--- src/rtl/mips_pkg.sv ---
// Shared MIPS core definitions: next-PC select codes, reset/vector defaults
// and the exception-level state encoding.
package mips_pkg;

  typedef enum logic [2:0] {
    NPC_SEQ  = 3'b000,
    NPC_BEQ  = 3'b001,
    NPC_J    = 3'b010,
    NPC_JR   = 3'b011,
    NPC_ERET = 3'b100
  } npc_sel_e;

  typedef enum logic {
    ST_NORMAL  = 1'b0,
    ST_HANDLER = 1'b1
  } exc_state_e;

  localparam logic [31:0] RESET_PC_DEF   = 32'h0000_3000;
  localparam logic [31:0] EXC_VECTOR_DEF = 32'h0000_4180;

endpackage

--- src/rtl/pc_unit_if.sv ---
// Controller <-> PC unit bundle. PC_UNIT_ALIGN_CHECK_EN adds the misalign flag.
interface pc_unit_if #(
  parameter int unsigned WIDTH = 32
);
  logic             stall;
  logic [2:0]       npc_sel;
  logic             zero;
  logic [25:0]      imme;
  logic [WIDTH-1:0] rs;
  logic             irq;
  logic [WIDTH-1:0] pc;
  logic [WIDTH-1:0] pc_4;
  logic [WIDTH-1:0] epc;
  logic             exl;
`ifdef PC_UNIT_ALIGN_CHECK_EN
  logic             misalign;

  modport master (output stall, npc_sel, zero, imme, rs, irq,
                  input  pc, pc_4, epc, exl, misalign);
  modport slave  (input  stall, npc_sel, zero, imme, rs, irq,
                  output pc, pc_4, epc, exl, misalign);
`else
  modport master (output stall, npc_sel, zero, imme, rs, irq,
                  input  pc, pc_4, epc, exl);
  modport slave  (input  stall, npc_sel, zero, imme, rs, irq,
                  output pc, pc_4, epc, exl);
`endif
endinterface

--- src/rtl/npc_target.sv ---
// Combinational next-PC target: sequential, BEQ, J/JAL, JR and ERET.
module npc_target
  import mips_pkg::*;
#(
  parameter int unsigned WIDTH = 32
) (
  input  logic [WIDTH-1:0] pc,
  input  logic [WIDTH-1:0] epc,
  input  logic [WIDTH-1:0] rs,
  input  logic [25:0]      imme,
  input  logic             zero,
  input  logic             exl,
  input  logic [2:0]       npc_sel,
  output logic [WIDTH-1:0] seq,
  output logic [WIDTH-1:0] tgt
);

  logic [WIDTH-1:0] br_off;
  logic [WIDTH-1:0] br;
  logic [WIDTH-1:0] jmp;

  always_comb begin
    seq    = pc + WIDTH'(4);
    br_off = {{(WIDTH-18){imme[15]}}, imme[15:0], 2'b00};
    br     = seq + br_off;
    jmp    = {pc[WIDTH-1:28], imme, 2'b00};
    tgt    = seq;
    case (npc_sel)
      NPC_BEQ:  tgt = zero ? br : seq;
      NPC_J:    tgt = jmp;
      NPC_JR:   tgt = rs;
      NPC_ERET: tgt = exl ? epc : seq;
      default:  tgt = seq;
    endcase
  end

endmodule

--- src/rtl/pc_unit.sv ---
// PC register, EPC and NORMAL/HANDLER exception-level machine.
// Optional macro PC_UNIT_ALIGN_CHECK_EN: misaligned JR/ERET target traps.
module pc_unit
  import mips_pkg::*;
#(
  parameter int unsigned      WIDTH      = 32,
  parameter logic [WIDTH-1:0] RESET_PC   = WIDTH'(RESET_PC_DEF),
  parameter logic [WIDTH-1:0] EXC_VECTOR = WIDTH'(EXC_VECTOR_DEF)
) (
  input logic      clk,
  input logic      rst,
  pc_unit_if.slave bus
);

  logic [WIDTH-1:0] pc_q, pc_d;
  logic [WIDTH-1:0] epc_q, epc_d;
  exc_state_e       state_q, state_d;
  logic [WIDTH-1:0] seq;
  logic [WIDTH-1:0] tgt;
  logic             exl;

  assign exl = (state_q == ST_HANDLER);

  npc_target #(.WIDTH(WIDTH)) u_npc_target (
    .pc      (pc_q),
    .epc     (epc_q),
    .rs      (bus.rs),
    .imme    (bus.imme),
    .zero    (bus.zero),
    .exl     (exl),
    .npc_sel (bus.npc_sel),
    .seq     (seq),
    .tgt     (tgt)
  );

`ifdef PC_UNIT_ALIGN_CHECK_EN
  logic misalign_q, misalign_d;
  logic bad_align;

  assign bad_align = ((bus.npc_sel == NPC_JR) || (bus.npc_sel == NPC_ERET))
                     && (tgt[1:0] != 2'b00);
  assign bus.misalign = misalign_q;
`endif

  always_comb begin
    pc_d    = pc_q;
    epc_d   = epc_q;
    state_d = state_q;
`ifdef PC_UNIT_ALIGN_CHECK_EN
    misalign_d = misalign_q;
`endif
    if (!bus.stall) begin
      unique case (state_q)
        ST_NORMAL: begin
          if (bus.irq) begin
            pc_d    = EXC_VECTOR;
            epc_d   = tgt;
            state_d = ST_HANDLER;
`ifdef PC_UNIT_ALIGN_CHECK_EN
            misalign_d = 1'b0;
          end else if (bad_align) begin
            pc_d       = EXC_VECTOR;
            epc_d      = tgt;
            state_d    = ST_HANDLER;
            misalign_d = 1'b1;
`endif
          end else begin
            pc_d = tgt;
          end
        end
        ST_HANDLER: begin
          // tgt is already epc for ERET while exl is set
          pc_d = tgt;
          if (bus.npc_sel == NPC_ERET) begin
            state_d = ST_NORMAL;
`ifdef PC_UNIT_ALIGN_CHECK_EN
            misalign_d = 1'b0;
`endif
          end
        end
        default: state_d = ST_NORMAL;
      endcase
    end
  end

  always_ff @(posedge clk) begin
    if (rst) begin
      pc_q    <= RESET_PC;
      epc_q   <= '0;
      state_q <= ST_NORMAL;
`ifdef PC_UNIT_ALIGN_CHECK_EN
      misalign_q <= 1'b0;
`endif
    end else begin
      pc_q    <= pc_d;
      epc_q   <= epc_d;
      state_q <= state_d;
`ifdef PC_UNIT_ALIGN_CHECK_EN
      misalign_q <= misalign_d;
`endif
    end
  end

  assign bus.pc   = pc_q;
  assign bus.pc_4 = seq;
  assign bus.epc  = epc_q;
  assign bus.exl  = exl;

endmodule
--- src/flat_wrapper.sv ---
// flat-port wrapper written by rule: the top's interface ports become plain ports
module pc_unit_flat import mips_pkg::*;
#(
  parameter int unsigned      WIDTH      = 32,
  parameter logic [WIDTH-1:0] RESET_PC   = WIDTH'(RESET_PC_DEF),
  parameter logic [WIDTH-1:0] EXC_VECTOR = WIDTH'(EXC_VECTOR_DEF)
)
  (clk, rst, bus_stall, bus_npc_sel, bus_zero, bus_imme, bus_rs, bus_irq, bus_pc, bus_pc_4, bus_epc, bus_exl);
  pc_unit_if #(.WIDTH(WIDTH)) bus_i ();
  input logic clk;
  input logic rst;
  input wire logic [$bits(bus_i.stall)-1:0] bus_stall;
  input wire logic [$bits(bus_i.npc_sel)-1:0] bus_npc_sel;
  input wire logic [$bits(bus_i.zero)-1:0] bus_zero;
  input wire logic [$bits(bus_i.imme)-1:0] bus_imme;
  input wire logic [$bits(bus_i.rs)-1:0] bus_rs;
  input wire logic [$bits(bus_i.irq)-1:0] bus_irq;
  output wire logic [$bits(bus_i.pc)-1:0] bus_pc;
  output wire logic [$bits(bus_i.pc_4)-1:0] bus_pc_4;
  output wire logic [$bits(bus_i.epc)-1:0] bus_epc;
  output wire logic [$bits(bus_i.exl)-1:0] bus_exl;
  assign bus_i.stall = bus_stall;
  assign bus_i.npc_sel = bus_npc_sel;
  assign bus_i.zero = bus_zero;
  assign bus_i.imme = bus_imme;
  assign bus_i.rs = bus_rs;
  assign bus_i.irq = bus_irq;
  assign bus_pc = bus_i.pc;
  assign bus_pc_4 = bus_i.pc_4;
  assign bus_epc = bus_i.epc;
  assign bus_exl = bus_i.exl;
  pc_unit #(.WIDTH(WIDTH), .RESET_PC(RESET_PC), .EXC_VECTOR(EXC_VECTOR)) u_core (.clk(clk), .rst(rst), .bus(bus_i));
endmodule
--- config.mk ---
export PLATFORM = sky130hd
export DESIGN_NAME = pc_unit_flat
export DESIGN_NICKNAME = d
export VERILOG_FILES = /design/src/rtl/mips_pkg.sv /design/src/rtl/pc_unit_if.sv /design/src/rtl/npc_target.sv /design/src/rtl/pc_unit.sv /design/src/flat_wrapper.sv
export SDC_FILE = /design/constraint.sdc
export NUM_CORES = 1
export LEC_CHECK = 0
export ABC_CLOCK_PERIOD_IN_PS = 4400
export CAP_MARGIN = 5
export CORE_ASPECT_RATIO = 1.4
export CORE_MARGIN = 3
export CORE_UTILIZATION = 50
export DETAILED_ROUTE_END_ITERATION = 7
export PLACE_DENSITY_LB_ADDON = 0.2
export SYNTH_ARGS = -nofsm -noshare
export SYNTH_HDL_FRONTEND = slang
export SYNTH_SLANG_ARGS = --single-unit
export TNS_END_PERCENT = 100
--- constraint.sdc ---
create_clock -name clk -period 4.4 [get_ports clk]
set_input_delay 0.88 -clock clk [delete_from_list [all_inputs] [get_ports clk]]
set_output_delay 0.88 -clock clk [all_outputs]
set_load 0.03 [all_outputs]
==> key figures <==
Clock network
  – Clock Latency Late Sink: 0.35 ns
  – Num CTS Buffers: 9
  – Clk buf depth: 2
  – Num Clock Sinks: 65
  – Root Driver: clkbuf_16
  – H-tree level count: 3
  – Hold_buf cts: 0
  – Clock-pin slew on the worst setup and hold paths: 0.07 ns
  – CTS tree: done

Floorplan
  – Core ar.: 11,820 µm²
  – DIE AREA: between 10,000 and 15,000 µm²
  – IO Pins: 163
  – Die H: 136.4 µm
  – Initial Util: 51.37%
  – FP Rows: 47
  – Die Span X: 99.14 µm

Critical path
  – Crit path DAT: roughly 4.4 ns
  – Crit start category: flip-flop
  – Largest delay share family, worst path: compound AO/OA/AOI/OAI gates
  – Most used cell, CP: ha_1
  – Crit path cell chain: ha_1, nand4_1, buf_4, nor2_1, xnor2_1, inv_1, ha_1, a21o_1, a221o_1, a21oi_4, a41oi_2, o2111ai_1, mux2_2, a21oi_1, o21ai_0
  – WS Path Type: flip-flop to flip-flop
  – Stages on worst setup path: 15
  – Worst path slowest cell: dfxtp_1
  – Crit-path max FO: 7
  – Critical Path RT: 4.64 ns
  – Cells on worst reg2reg path: 15
  – Worst path max stage delay: 0.44 ns
  – Crit. End Element: flip-flop
  – Buf/Inv on CP: 2

Logic synthesis
  – Seq cells post-synth: 65
  – Cell with the most instances after synthesis: nand2_1
  – Area share of the largest cell type after synthesis: ~21%
  – Mapped Area: just over 6000 µm²
  – Register area share after synthesis: 21.43%
  – Yosys Warn Count: 0
  – Post-synth EDFFs: 0
  – Synth Instances: 827
  – Yosys top cell by area: dfxtp_1
  – Top cells by count, synth: nand2_1 (99), nor2_1 (74), a21oi_1 (66)
  – Fraction of registers with async set/reset: 0%
  – Synth top area cells: dfxtp_1 (21%), ha_1 (7.4%), nand2_1 (6.1%)
  – Synth cell types: 80
  – Post-Syn Area per Cell: around 7.3 µm²
  – Ys flop type: dfxtp_1
  – Syn_nets: 930

Power and ir drop
  – Pwr Density: 278.3 nW/µm²
  – Leak: 0.003424 µW
  – Flop pwr share: 28.6%
  – Power Total: 2340 µW
  – Switch Pwr: around 850 µW
  – Internal power: 1487 µW
  – Clk pwr share: 35.1%
  – Peak supply drop: 0.1691 mV
  – Switching share of power: 36.46%
  – Comb pwr share: 36.4%

Placement
  – Gpl congestion: 0.9993
  – Count of buffers from port buffering: 162
  – HPWL Detailed: about 19,000 µm
  – DP Area: 8061 µm²
  – Pre-CTS setup slack: about 0.24 ns
  – Placed cells: between 1,000 and 1,500

STA
  – Final worst path period share: a little over nine tenths
  – Fin. max-slew vios: 0
  – Unrepaired setup endpoints after global routing: false
  – Worst clock skew: 0.01213 ns
  – Setup_tns: 0 ns
  – Final setup vio count: 0
  – Tmin final: 4.135 ns
  – Worst slew margin: 47.11%
  – Worst slew pin tran: approximately 0.77 ns
  – Max Fclk: 0.2419 GHz
  – Final Worst Setup Slack: 0.2654 ns
  – Final hold violation count: 0

Global routing
  – Total gr overflow: 0
  – Initial antenna violation count: 0
  – GRT Total Usage: 37.02%
  – First-pass GRT wire length: 38,780 µm
  – Vias in the first global route: 7,119
  – Largest net degree at the start of global routing: 38

Final layout
  – Layout cell share with drive strength beyond 1: 8.964%
  – Non-Filler Instances: between 1,000 and 1,500
  – Area occupied by multi-input gates: 4494 µm²
  – Layout Nets: 1,102
  – Layout area overhead: 38.49%
  – Post-layout instance area: 8409 µm²
  – # fillers: between 1,000 and 1,500
  – Ant diodes: 0
  – Seq. cell area: 1301 µm²

Routing
  – DR vias: 7,454
  – Total wire length: ~26,000 µm
  – Post-DR wirelength/cell: 22.23 µm
  – Via/cell ratio: 6.476
  – DRC Markers: 0
  – Antenna viol nets, final: 0
  – Iteration count of the initial detailed-routing pass: 6
  – 1st-iter DRT viols: roughly 700

Outcome
  – Status: completed

Min path
  – Hold Crit Depth: 2
  – Hold Path Class: flip-flop to flip-flop

Job
  – Max Cap Violations: 0
-- registers in the layout, summed over array words and instances (netlist names) --
signal	count
u_core.bus.epc	32
u_core.bus.pc	32
u_core.bus.exl	1
-- worst min-delay path, cell delays in order, from the launching register on --
cell and delay (ns):
dfxtp_1 0.32, nand2_1 0.05, a21oi_1 0.05
-- through the flow --
step	hold WS, ns	util (%)
after detailed placement	0.4662	68.20
after CTS	0.4743	70.99
after floorplan	0.5941	-
after global placement	0.4644	68.20
after global routing	0.5085	71.14
final	0.4732	71.14
-- power by group through the flow --
stage	clock network (µW)	registers [µW]	logic [µW]
finish	821	669	851
global route	849	673	907
CTS	826	667	837
detailed placement	0	680	830
global placement	0	679	826
floorplan	0	736	436
-- logic make-up after synthesis --
| family | synth area share [%] |
|---|---|
| buffers and inverters | 4.945 |
| DFF | 21.43 |
| adders and majority gates | 7.748 |
| and+or+nand+nor | 23.45 |
| AOI/OAI and AO/OA | 34.31 |
| muxes | 1.195 |
| xor gates and xnor gates | 6.924 |
-- what timing repair did --
item	4_1_cts	5_1_grt
setup buffers	0	1
gates resized for setup	0	2
endpoints found under the setup margin	0	2
-- cell usage in the layout (no fill, tap or decap), types with 5 or more instances in the layout --
master,Yosys,routed
o22ai_1,10,10
clkdlybuf4s50_1,0,162
xnor2_1,33,31
a221oi_1,10,10
nor2b_1,5,5
nand4_1,9,9
o211ai_1,7,7
nor3_1,12,12
a22oi_1,8,8
clkbuf_16,0,9
and3_1,14,14
a211oi_1,16,16
o221ai_1,5,5
nor2_1,74,74
mux2i_1,5,5
dfxtp_1,65,65
nand3_1,31,31
xor2_1,15,15
and2_1,9,9
o21ai_0,63,63
o21a_1,7,7
a21boi_0,8,8
a21o_1,21,21
a222oi_1,15,15
buf_4,3,46
inv_1,24,24
o21bai_1,5,5
nand2_1,99,99
ha_1,36,36
nand2b_1,13,13
a21oi_1,66,65
a31oi_1,12,12
-- final cells by class --
class	instances	area share (%)
sequential	65	15.47
timing repair buffer	210	23.87
clock inverter	6	1.071
multi-input combinational	688	53.44
inverter	25	1.116
clock buffer	10	2.842
tap	147	2.187
-- metal layers --
| metal | vias up | track usage, % | wire length (µm) |
|---|---|---|---|
| li1 | 3451 | - | - |
| met1 | 3420 | 42.41 | 9153 |
| met2 | 462 | 63.53 | 12330 |
| met3 | 121 | 6.828 | 2562 |
| met4 | 0 | 22.10 | 1544 |
| met5 | - | 0 | 0 |
-- final timing paths --
path                             startpoint                             end  slack [ns]
max           u_core.bus.pc[2]$_SDFFE_PP0N_  u_core.bus.pc[29]$_SDFFE_PP0N_        0.27
min          u_core.bus.epc[3]$_SDFFE_PP0P_  u_core.bus.epc[3]$_SDFFE_PP0P_        0.47
max reg2reg   u_core.bus.pc[2]$_SDFFE_PP0N_  u_core.bus.pc[29]$_SDFFE_PP0N_        0.27
min reg2reg  u_core.bus.epc[3]$_SDFFE_PP0P_  u_core.bus.epc[3]$_SDFFE_PP0P_        0.47
No activity file was read; power rests on OpenSTA's default activity.
